<file path="src/rtl/sprite_renderer.sv">
// Sprite overlay renderer: box test, ROM address generation, color-keyed
// pixel output and a per-frame opaque pixel counter.
module sprite_renderer #(
    parameter int          SPRITE_W    = 32,
    parameter int          SPRITE_H    = 32,
    parameter logic [15:0] TRANSPARENT = 16'hF81F,
    parameter logic [15:0] BG_COLOR    = 16'b0011100000001111
) (
    input  logic        clk,
    input  logic        reset,
    input  logic        frame_clk,
    input  logic        pix_en,
    input  logic [9:0]  vga_x,
    input  logic [9:0]  vga_y,
    input  logic [9:0]  sprite_x,
    input  logic [9:0]  sprite_y,
    output logic [$clog2(SPRITE_W*SPRITE_H)-1:0] rom_addr,
    input  logic [15:0] rom_data,
    output logic [15:0] vga_data,
    output logic        is_sprite,
    output logic [15:0] opaque_count
);

    localparam int          WB  = $clog2(SPRITE_W);
    localparam int          HB  = $clog2(SPRITE_H);
    localparam int          AW  = $clog2(SPRITE_W*SPRITE_H);
    localparam logic [10:0] W11 = 11'(SPRITE_W);
    localparam logic [10:0] H11 = 11'(SPRITE_H);

    logic          frame_d_q;
    logic [9:0]    pos_x_q, pos_x_d;
    logic [9:0]    pos_y_q, pos_y_d;
    logic [AW-1:0] addr_q, addr_d;
    logic          in_box_s1_q, in_box_s1_d;
    logic          in_box_s2_q;
    logic          en_s1_q, en_s2_q;
    logic [15:0]   vga_q, vga_d;
    logic          spr_q, spr_d;
    logic [15:0]   acc_q, acc_d;
    logic [15:0]   cnt_q, cnt_d;

    logic          frame_edge;
    logic          in_box;
    logic          opaque_hit;
    logic [9:0]    dx, dy;

    assign frame_edge = frame_clk & ~frame_d_q;

    // 11-bit compares keep boxes near the right/bottom edge from wrapping
    assign in_box = ({1'b0, vga_x} >= {1'b0, pos_x_q}) &&
                    ({1'b0, vga_x} <  ({1'b0, pos_x_q} + W11)) &&
                    ({1'b0, vga_y} >= {1'b0, pos_y_q}) &&
                    ({1'b0, vga_y} <  ({1'b0, pos_y_q} + H11));

    assign dx = vga_x - pos_x_q;
    assign dy = vga_y - pos_y_q;

    assign opaque_hit = en_s2_q && in_box_s2_q &&
                        (rom_data != TRANSPARENT);

    always_comb begin
        pos_x_d     = pos_x_q;
        pos_y_d     = pos_y_q;
        addr_d      = addr_q;
        in_box_s1_d = in_box_s1_q;
        vga_d       = vga_q;
        spr_d       = spr_q;
        acc_d       = acc_q;
        cnt_d       = cnt_q;

        if (frame_edge) begin
            pos_x_d = sprite_x;
            pos_y_d = sprite_y;
        end

        if (pix_en) begin
            in_box_s1_d = in_box;
            addr_d      = in_box ? {dy[HB-1:0], dx[WB-1:0]} : '0;
        end

        if (en_s2_q) begin
            vga_d = opaque_hit ? rom_data : BG_COLOR;
            spr_d = opaque_hit;
        end

        // a hit landing on the frame edge starts the new frame's tally
        if (frame_edge) begin
            cnt_d = acc_q;
            acc_d = opaque_hit ? 16'd1 : 16'd0;
        end else if (opaque_hit && acc_q != 16'hFFFF) begin
            acc_d = acc_q + 16'd1;
        end
    end

    always_ff @(posedge clk) begin
        if (reset) begin
            frame_d_q   <= 1'b1;
            pos_x_q     <= '0;
            pos_y_q     <= '0;
            addr_q      <= '0;
            in_box_s1_q <= 1'b0;
            in_box_s2_q <= 1'b0;
            en_s1_q     <= 1'b0;
            en_s2_q     <= 1'b0;
            vga_q       <= BG_COLOR;
            spr_q       <= 1'b0;
            acc_q       <= '0;
            cnt_q       <= '0;
        end else begin
            frame_d_q   <= frame_clk;
            pos_x_q     <= pos_x_d;
            pos_y_q     <= pos_y_d;
            addr_q      <= addr_d;
            in_box_s1_q <= in_box_s1_d;
            in_box_s2_q <= in_box_s1_q;
            en_s1_q     <= pix_en;
            en_s2_q     <= en_s1_q;
            vga_q       <= vga_d;
            spr_q       <= spr_d;
            acc_q       <= acc_d;
            cnt_q       <= cnt_d;
        end
    end

    assign rom_addr     = addr_q;
    assign vga_data     = vga_q;
    assign is_sprite    = spr_q;
    assign opaque_count = cnt_q;

endmodule

</file>
<file path="config.mk">
export PLATFORM = sky130hd
export DESIGN_NAME = sprite_renderer
export DESIGN_NICKNAME = d
export VERILOG_FILES = /design/src/rtl/sprite_renderer.sv
export SDC_FILE = /design/constraint.sdc
export NUM_CORES = 1
export LEC_CHECK = 0
export BUFFER_PORTS_ARGS = -buffer_cell sky130_fd_sc_hd__buf_2
export CAP_MARGIN = 20
export CORE_ASPECT_RATIO = 0.7
export CORE_MARGIN = 10
export CORE_UTILIZATION = 58
export CTS_CLUSTER_SIZE = 24
export DETAILED_ROUTE_END_ITERATION = 6
export HOLD_SLACK_MARGIN = 0.15
export PLACE_DENSITY = 0.83
export SLEW_MARGIN = 0
export SYNTH_ARGS = -nofsm -noshare
export SYNTH_HDL_FRONTEND = slang
export SYNTH_SLANG_ARGS = --single-unit
</file>
<file path="constraint.sdc">
create_clock -name clk -period 5.7 [get_ports clk]
set_input_delay 1.425 -clock clk [delete_from_list [all_inputs] [get_ports clk]]
set_output_delay 1.425 -clock clk [all_outputs]
set_load 0.01 [all_outputs]
</file>
==> flow_summary.toml, run 1 <==
[floorplan]
coreArea_um2 = 6882
dieHeight_um = 91.24
die_w_um = 121.8
num_io_pins = 103
dieArea_um2 = 11110
row_count = 25
initial_utilization_pct = 61.11

[sta]
fin_worst_skew_ns = 0.01033
setup_viol = 0
tightest_slew_ns = 0.8932
period_needed_ns = 3.400
rsz0062_at_grt = "false"
hold_ws_ns = 0.4550
layout_setup_ws_ns = 2.300
period_share_pct = 59.65
slew_headroom_pct = 40.29
fmax_ghz = 0.2941
finalMaxSlewViolations = 0
fin_setup_tns_ns = 0
final_hold_viol_count = 0

[route]
wl_per_cell_um = 16.42
wl_met3_um = 991
wl_met1_mm = 5.021
top_layer_used = "met5"
via_per_inst = 5.642
drt_wl_total_mm = 11.13
route.met2.wl_mm = 4.916
vias = 3825
ant_nets = 0
drc = 0
first_pass_iters = 5
drt_iter0_drc = 287

[outcome]
status = "finished, final reports clean"

[grt]
gr-total-overflow = 0
grt_max_degree = 61
grt_usage_pct = 19.92
grt_pass1_wl_mm = 18.52
grt_pass1_vias = 3899
antenna_found_initial = 1

[synth]
ys_async_sr_fraction_pct = 0
synth_cells = 485
synth_seq_cells = 84
synth-edff-count = 0
syn_nets = 580
syn_area_per_cell_um2 = 8.671
seq_area_frac_synth_pct = 39.99
yosysWarnings = 0
syn-cell-area_um2 = 4205
synth_ff_type = "dfxtp_1"
synth.distinct_cells = 54

[power]
switching_share_pct = 24.16
p_leak_nw = 2.104
p_per_area_nw_per_um2 = 248.2
p_comb_share_pct = 10.4
p_switching_w = 0.0003011
power.internal_w = 0.0009454
pwr-share-seq_pct = 48.1
p_clk_share_pct = 41.5
ir_drop_uv = 141.8

[clocking]
clk_latency_ns = 0.36
cts_resized = 0
post_cts_buffers = 0
clockRootBuffer = "clkbuf_8"
clk_pin_slew_ns = 0.08
h-tree-depth = 3
clk_path_buf_depth = 2
ctsHoldBuffers = 0
cts_buffers = 9
clkSinkCount = 84
cts_tree = "built"

[cells_and_area]
diodes = 0
drive_gt1_share_pct = 22.43
final_core_util_pct = 72.98
layout.nets = 674
syn2layout_area_growth_pct = 19.43

[run]
drv_cap = 0

[critical_path]
rr_startpoint = "pos_x_q[5]"
cp_data_required_time_ns = 5.93
reg2reg_slack_ns = 2.72
crit_path_start_kind = "input port"
r2r_end = "rom_addr[3]"
worstSetupEndpointType = "flip-flop"
path_class = "in -> reg"
r2r_cells = 9
crit_fanout = 17
cp_data_arrival_time_ns = 3.63

[worst_hold_path]
hold_class = "reg -> reg"
whs_path_depth = 2
min_to = "opaque_count[15]"
hp-start = "opaque_count[15]"

[placement]
place_hpwl_mm = 8.319
numPortBuffers = 102
dp_slack_ns = 1.925
routabilityCongestion = 0.8662
registers in the layout (all words and copies together) (netlist names):
name          flops
frame_d_q         1
vga_data         16
is_sprite         1
in_box_s1_q       1
rom_addr         10
pos_y_q          10
en_s1_q           1
pos_x_q          10
en_s2_q           1
opaque_count     16
in_box_s2_q       1
acc_q            16
cell type report:
cell class / instances / area, um^2
Fill cell: 536 / 1859
Multi-Input combinational cell: 350 / 2330
Inverter: 29 / 108.9
Clock buffer: 11 / 131.4
Tap cell: 94 / 117.6
Timing Repair Buffer: 105 / 545.5
Sequential cell: 84 / 1682
Clock inverter: 5 / 107.6
per-stage QoR:
step,area (um^2),power (W),instances
6_report,5022,0.001247,678
5_1_grt,5022,0.001292,678
4_1_cts,5002,0.001249,677
3_5_place_dp,4763,0.0007392,661
3_3_place_gp,4763,0.0007341,661
2_1_floorplan,4205,0.0006915,485
layer usage:
| layer | vias to the layer above | track usage, % |
|---|---|---|
| met1 | 1784 | 25.12 |
| met3 | 24 | 7.978 |
| met5 | - | 0 |
| met4 | 2 | 5.149 |
| li1 | 1872 | - |
| met2 | 143 | 30.86 |
cells by family (layout without fill, tap and decap cells):
logic type / count (synthesis) / count (layout) / share of synthesized area (%)
AND/OR/NAND/NOR: 166 / 166 / 19.10
AO/OA/AOI/OAI: 125 / 125 / 20.32
flip-flops: 84 / 84 / 39.99
buffers and inverters: 51 / 150 / 4.790
adder cells (fa/ha/maj): 35 / 35 / 10.77
XOR/XNOR: 23 / 23 / 4.790
multiplexers: 1 / 1 / 0.2380
cells in the mapped netlist, types with 3 or more instances:
| cell | count | area (um^2) |
|---|---|---|
| clkbuf_1 | 18 | 67.56 |
| nand2b_1 | 14 | 87.58 |
| nor2b_1 | 13 | 81.33 |
| o211ai_1 | 3 | 22.52 |
| o22ai_1 | 7 | 43.79 |
| a22o_1 | 10 | 87.58 |
| o21ai_0 | 9 | 45.04 |
| a21o_1 | 9 | 67.56 |
| inv_1 | 29 | 108.9 |
| xor2_1 | 15 | 131.4 |
| nor2_1 | 28 | 105.1 |
| o21ai_2 | 3 | 26.28 |
| nand3_1 | 7 | 35.03 |
| o2111ai_1 | 5 | 43.79 |
| and3_1 | 3 | 18.77 |
| a21oi_1 | 55 | 275.3 |
| and4_1 | 3 | 26.28 |
| xnor2_1 | 8 | 70.07 |
| dfxtp_1 | 84 | 1682 |
| nand2_1 | 79 | 296.5 |
| nand4_1 | 6 | 37.54 |
| ha_1 | 33 | 412.9 |
critical path, stage by stage:
cell and delay [ns]:
buf_2 0.11, or4b_4 0.55, o41ai_4 0.70, a41oi_4 0.23
o2111ai_1 0.36, xor2_1 0.20, nor2_1 0.05
worst max path at each step:
stage	endpoint	cells after the start	start
2_1_floorplan	acc_q[14]	7	rom_data[8]
4_1_cts	rom_addr[2]	11	vga_x[0]
6_report	acc_q[8]	7	rom_data[8]
3_3_place_gp	rom_addr[8]	11	vga_x[0]
3_5_place_dp	rom_addr[6]	11	vga_x[0]
5_1_grt	rom_addr[2]	11	vga_x[0]
power groups by stage:
stage / clock, W / combinational (W) / sequential, W
final: 0.000517 / 0.000130 / 0.000600
after global placement: 0 / 0.000121 / 0.000613
after floorplan: 0 / 0.0000797 / 0.000612
after global routing: 0.000547 / 0.000144 / 0.000601
after CTS: 0.000522 / 0.000127 / 0.000600
after detailed placement: 0 / 0.000126 / 0.000614
cell usage in the layout (no fill, tap or decap), types with 5 or more instances in the layout:
cell	synthesis	routed
clkbuf_8	0	9
inv_1	29	29
o22ai_1	7	7
nand2_1	79	79
nand2b_1	14	14
nand3_1	7	7
a22o_1	10	10
xnor2_1	8	8
a21o_1	9	9
nor2b_1	13	12
o21ai_0	9	9
xor2_1	15	15
nand4_1	6	6
ha_1	33	33
buf_2	2	102
a21oi_1	55	55
dfxtp_1	84	84
nor2_1	28	28
o2111ai_1	5	5
Note: power is estimated with default switching activity, not from simulation.
==> run 2: changes to the inputs <==
Settings changed: ABC_AREA set to 1, CORE_UTILIZATION 58 to 54, PLACE_DENSITY 0.83 to 0.77.
Clock period 5.7 ns to 3.15 ns, I/O delays scaled along.
==> flow_summary.toml, run 2 <==
[outcome]
status = "finished, final reports clean"

[critical_path]
worstSetupEndpointType = "flip-flop"
cp_data_arrival_time_ns = 2.51
cp_data_required_time_ns = 3.44
rr_startpoint = "pos_y_q[5]"
crit_fanout = 6
r2r_end = "rom_addr[2]"
crit_path_start_kind = "input port"
reg2reg_slack_ns = 0.94
path_class = "in -> reg"
r2r_cells = 13

[route]
via_per_inst = 5.180
vias = 4232
first_pass_iters = 5
drt_wl_total_mm = 11.78
wl_per_cell_um = 14.42
drc = 0
drt_iter0_drc = 324
ant_nets = 0

[floorplan]
row_count = 27
dieArea_um2 = 12370
dieHeight_um = 96.09
num_io_pins = 103
die_w_um = 128.7
coreArea_um2 = 7973
initial_utilization_pct = 56.01

[grt]
grt_pass1_vias = 4130
gr-total-overflow = 0
grt_usage_pct = 19.04
grt_pass1_wl_mm = 19.26
antenna_found_initial = 0
grt_max_degree = 40

[sta]
tightest_slew_ns = 0.7385
slew_headroom_pct = 50.58
fin_worst_skew_ns = 0.009708
layout_setup_ws_ns = 0.9259
finalMaxSlewViolations = 0
period_needed_ns = 2.224
fmax_ghz = 0.4496
setup_viol = 0
period_share_pct = 70.61
final_hold_viol_count = 0
rsz0062_at_grt = "false"
fin_setup_tns_ns = 0

[worst_hold_path]
whs_path_depth = 2
min_to = "en_s2_q"
hold_class = "reg -> reg"
hp-start = "en_s1_q"

[synth]
yosysWarnings = 0
syn_area_per_cell_um2 = 7.237
synth_ff_type = "dfxtp_1"
syn-cell-area_um2 = 4466
yosysMostFrequentCell = "nand2_1"
synthTopCellsByArea = "dfxtp_1, nand2_1, ha_1, a21oi_1, nor2_1"
synth.top_cell.area_share_pct = 37.66
yosys.area.top_type = "dfxtp_1"
synth-edff-count = 0
synthTopCellsByCount = "nand2_1, dfxtp_1, nor2_1"
seq_area_frac_synth_pct = 37.66
syn_nets = 712
ys_async_sr_fraction_pct = 0
synth_seq_cells = 84
synth.distinct_cells = 36
synth_cells = 617

[clocking]
cts_tree = "built"
ctsHoldBuffers = 0
clk_path_buf_depth = 2
clockRootBuffer = "clkbuf_16"
clk_pin_slew_ns = 0.07
clkSinkCount = 84
post_cts_buffers = 0
clk_latency_ns = 0.34
cts_resized = 0
cts_buffers = 9
h-tree-depth = 3

[power]
ir_drop_uv = 493.3
p_per_area_nw_per_um2 = 471.0
p_leak_nw = 2.410

[placement]
routabilityCongestion = 0.9477
dp_slack_ns = 0.5924
place_hpwl_mm = 8.908
place_inst = 801
numPortBuffers = 102

[run]
drv_cap = 0

[cells_and_area]
mostFrequentLayoutCells = "nand2_1, buf_2, dfxtp_1"
layout.nets = 806
syn2layout_area_growth_pct = 19.53
drive_gt1_share_pct = 19.41
fin_cells = 817
final_common_cell = "nand2_1"
num-fill-cells = 717
diodes = 0
[run 2: how the worst max path moves through the flow]
stage	to	slack, ns	start
floorplan	rom_addr[1]	0.98	vga_y[0]
global placement	rom_addr[9]	0.70	vga_x[0]
detailed placement	rom_addr[5]	0.59	vga_x[0]
CTS	rom_addr[5]	0.95	vga_y[0]
global route	rom_addr[9]	0.71	vga_y[0]
finish	rom_addr[6]	0.93	vga_y[0]
[run 2: logic make-up after synthesis]
family	Yosys count	share of synthesized area, %
adders and majority gates	35	10.14
buffers and inverters	76	7.201
DFF	84	37.66
xor gates and xnor gates	18	3.530
and+or+nand+nor	290	27.88
AOI/OAI and AO/OA	114	13.59
[run 2: layer usage]
layer	global-route usage, %	vias to the layer above	wire length, um
met3	6.260	14	966
met1	25.25	1884	5814
met4	5.849	0	141
li1	-	2212	-
met5	0	-	0
met2	28.94	122	4861
[run 2: per-stage QoR]
stage               power, W  util, %  hold slack [ns]  area, um^2
finish              0.002514    66.95           0.4018        5338
global route        0.002621    66.95           0.4377        5338
CTS                 0.002524    66.95           0.4051        5338
detailed placement  0.001445    63.07           0.3995        5029
global placement    0.001434    63.07           0.4024        5029
floorplan           0.001331        -           0.3883        4466
[run 2: cell type report]
class / count / area (um^2) / area share (%)
Multi-Input combinational cell: 457 / 2465 / 46.18
Clock inverter: 7 / 83.83 / 1.571
Sequential cell: 84 / 1682 / 31.50
Clock buffer: 9 / 225.2 / 4.219
Timing Repair Buffer: 107 / 560.5 / 10.50
Inverter: 52 / 195.2 / 3.657
Tap cell: 101 / 126.4 / 2.368
[run 2: critical path, stage by stage]
cell and delay, ns:
buf_2 0.08, inv_1 0.03, ha_1 0.19, inv_1 0.10, fa_1 0.24, inv_1 0.05, nand2_1 0.06, nand2_1 0.05
nand3_1 0.07, nand2_1 0.05, nand2_1 0.05, nand2_1 0.05, nor2_1 0.32, buf_4 0.22, nand3_1 0.08, nand2_1 0.07
[run 2: report_power, final]
group          internal (W)  switching, W
Combinational      0.000128      0.000191
Clock              0.000626      0.000459
Sequential          0.00109     0.0000182
Total               0.00185      0.000668
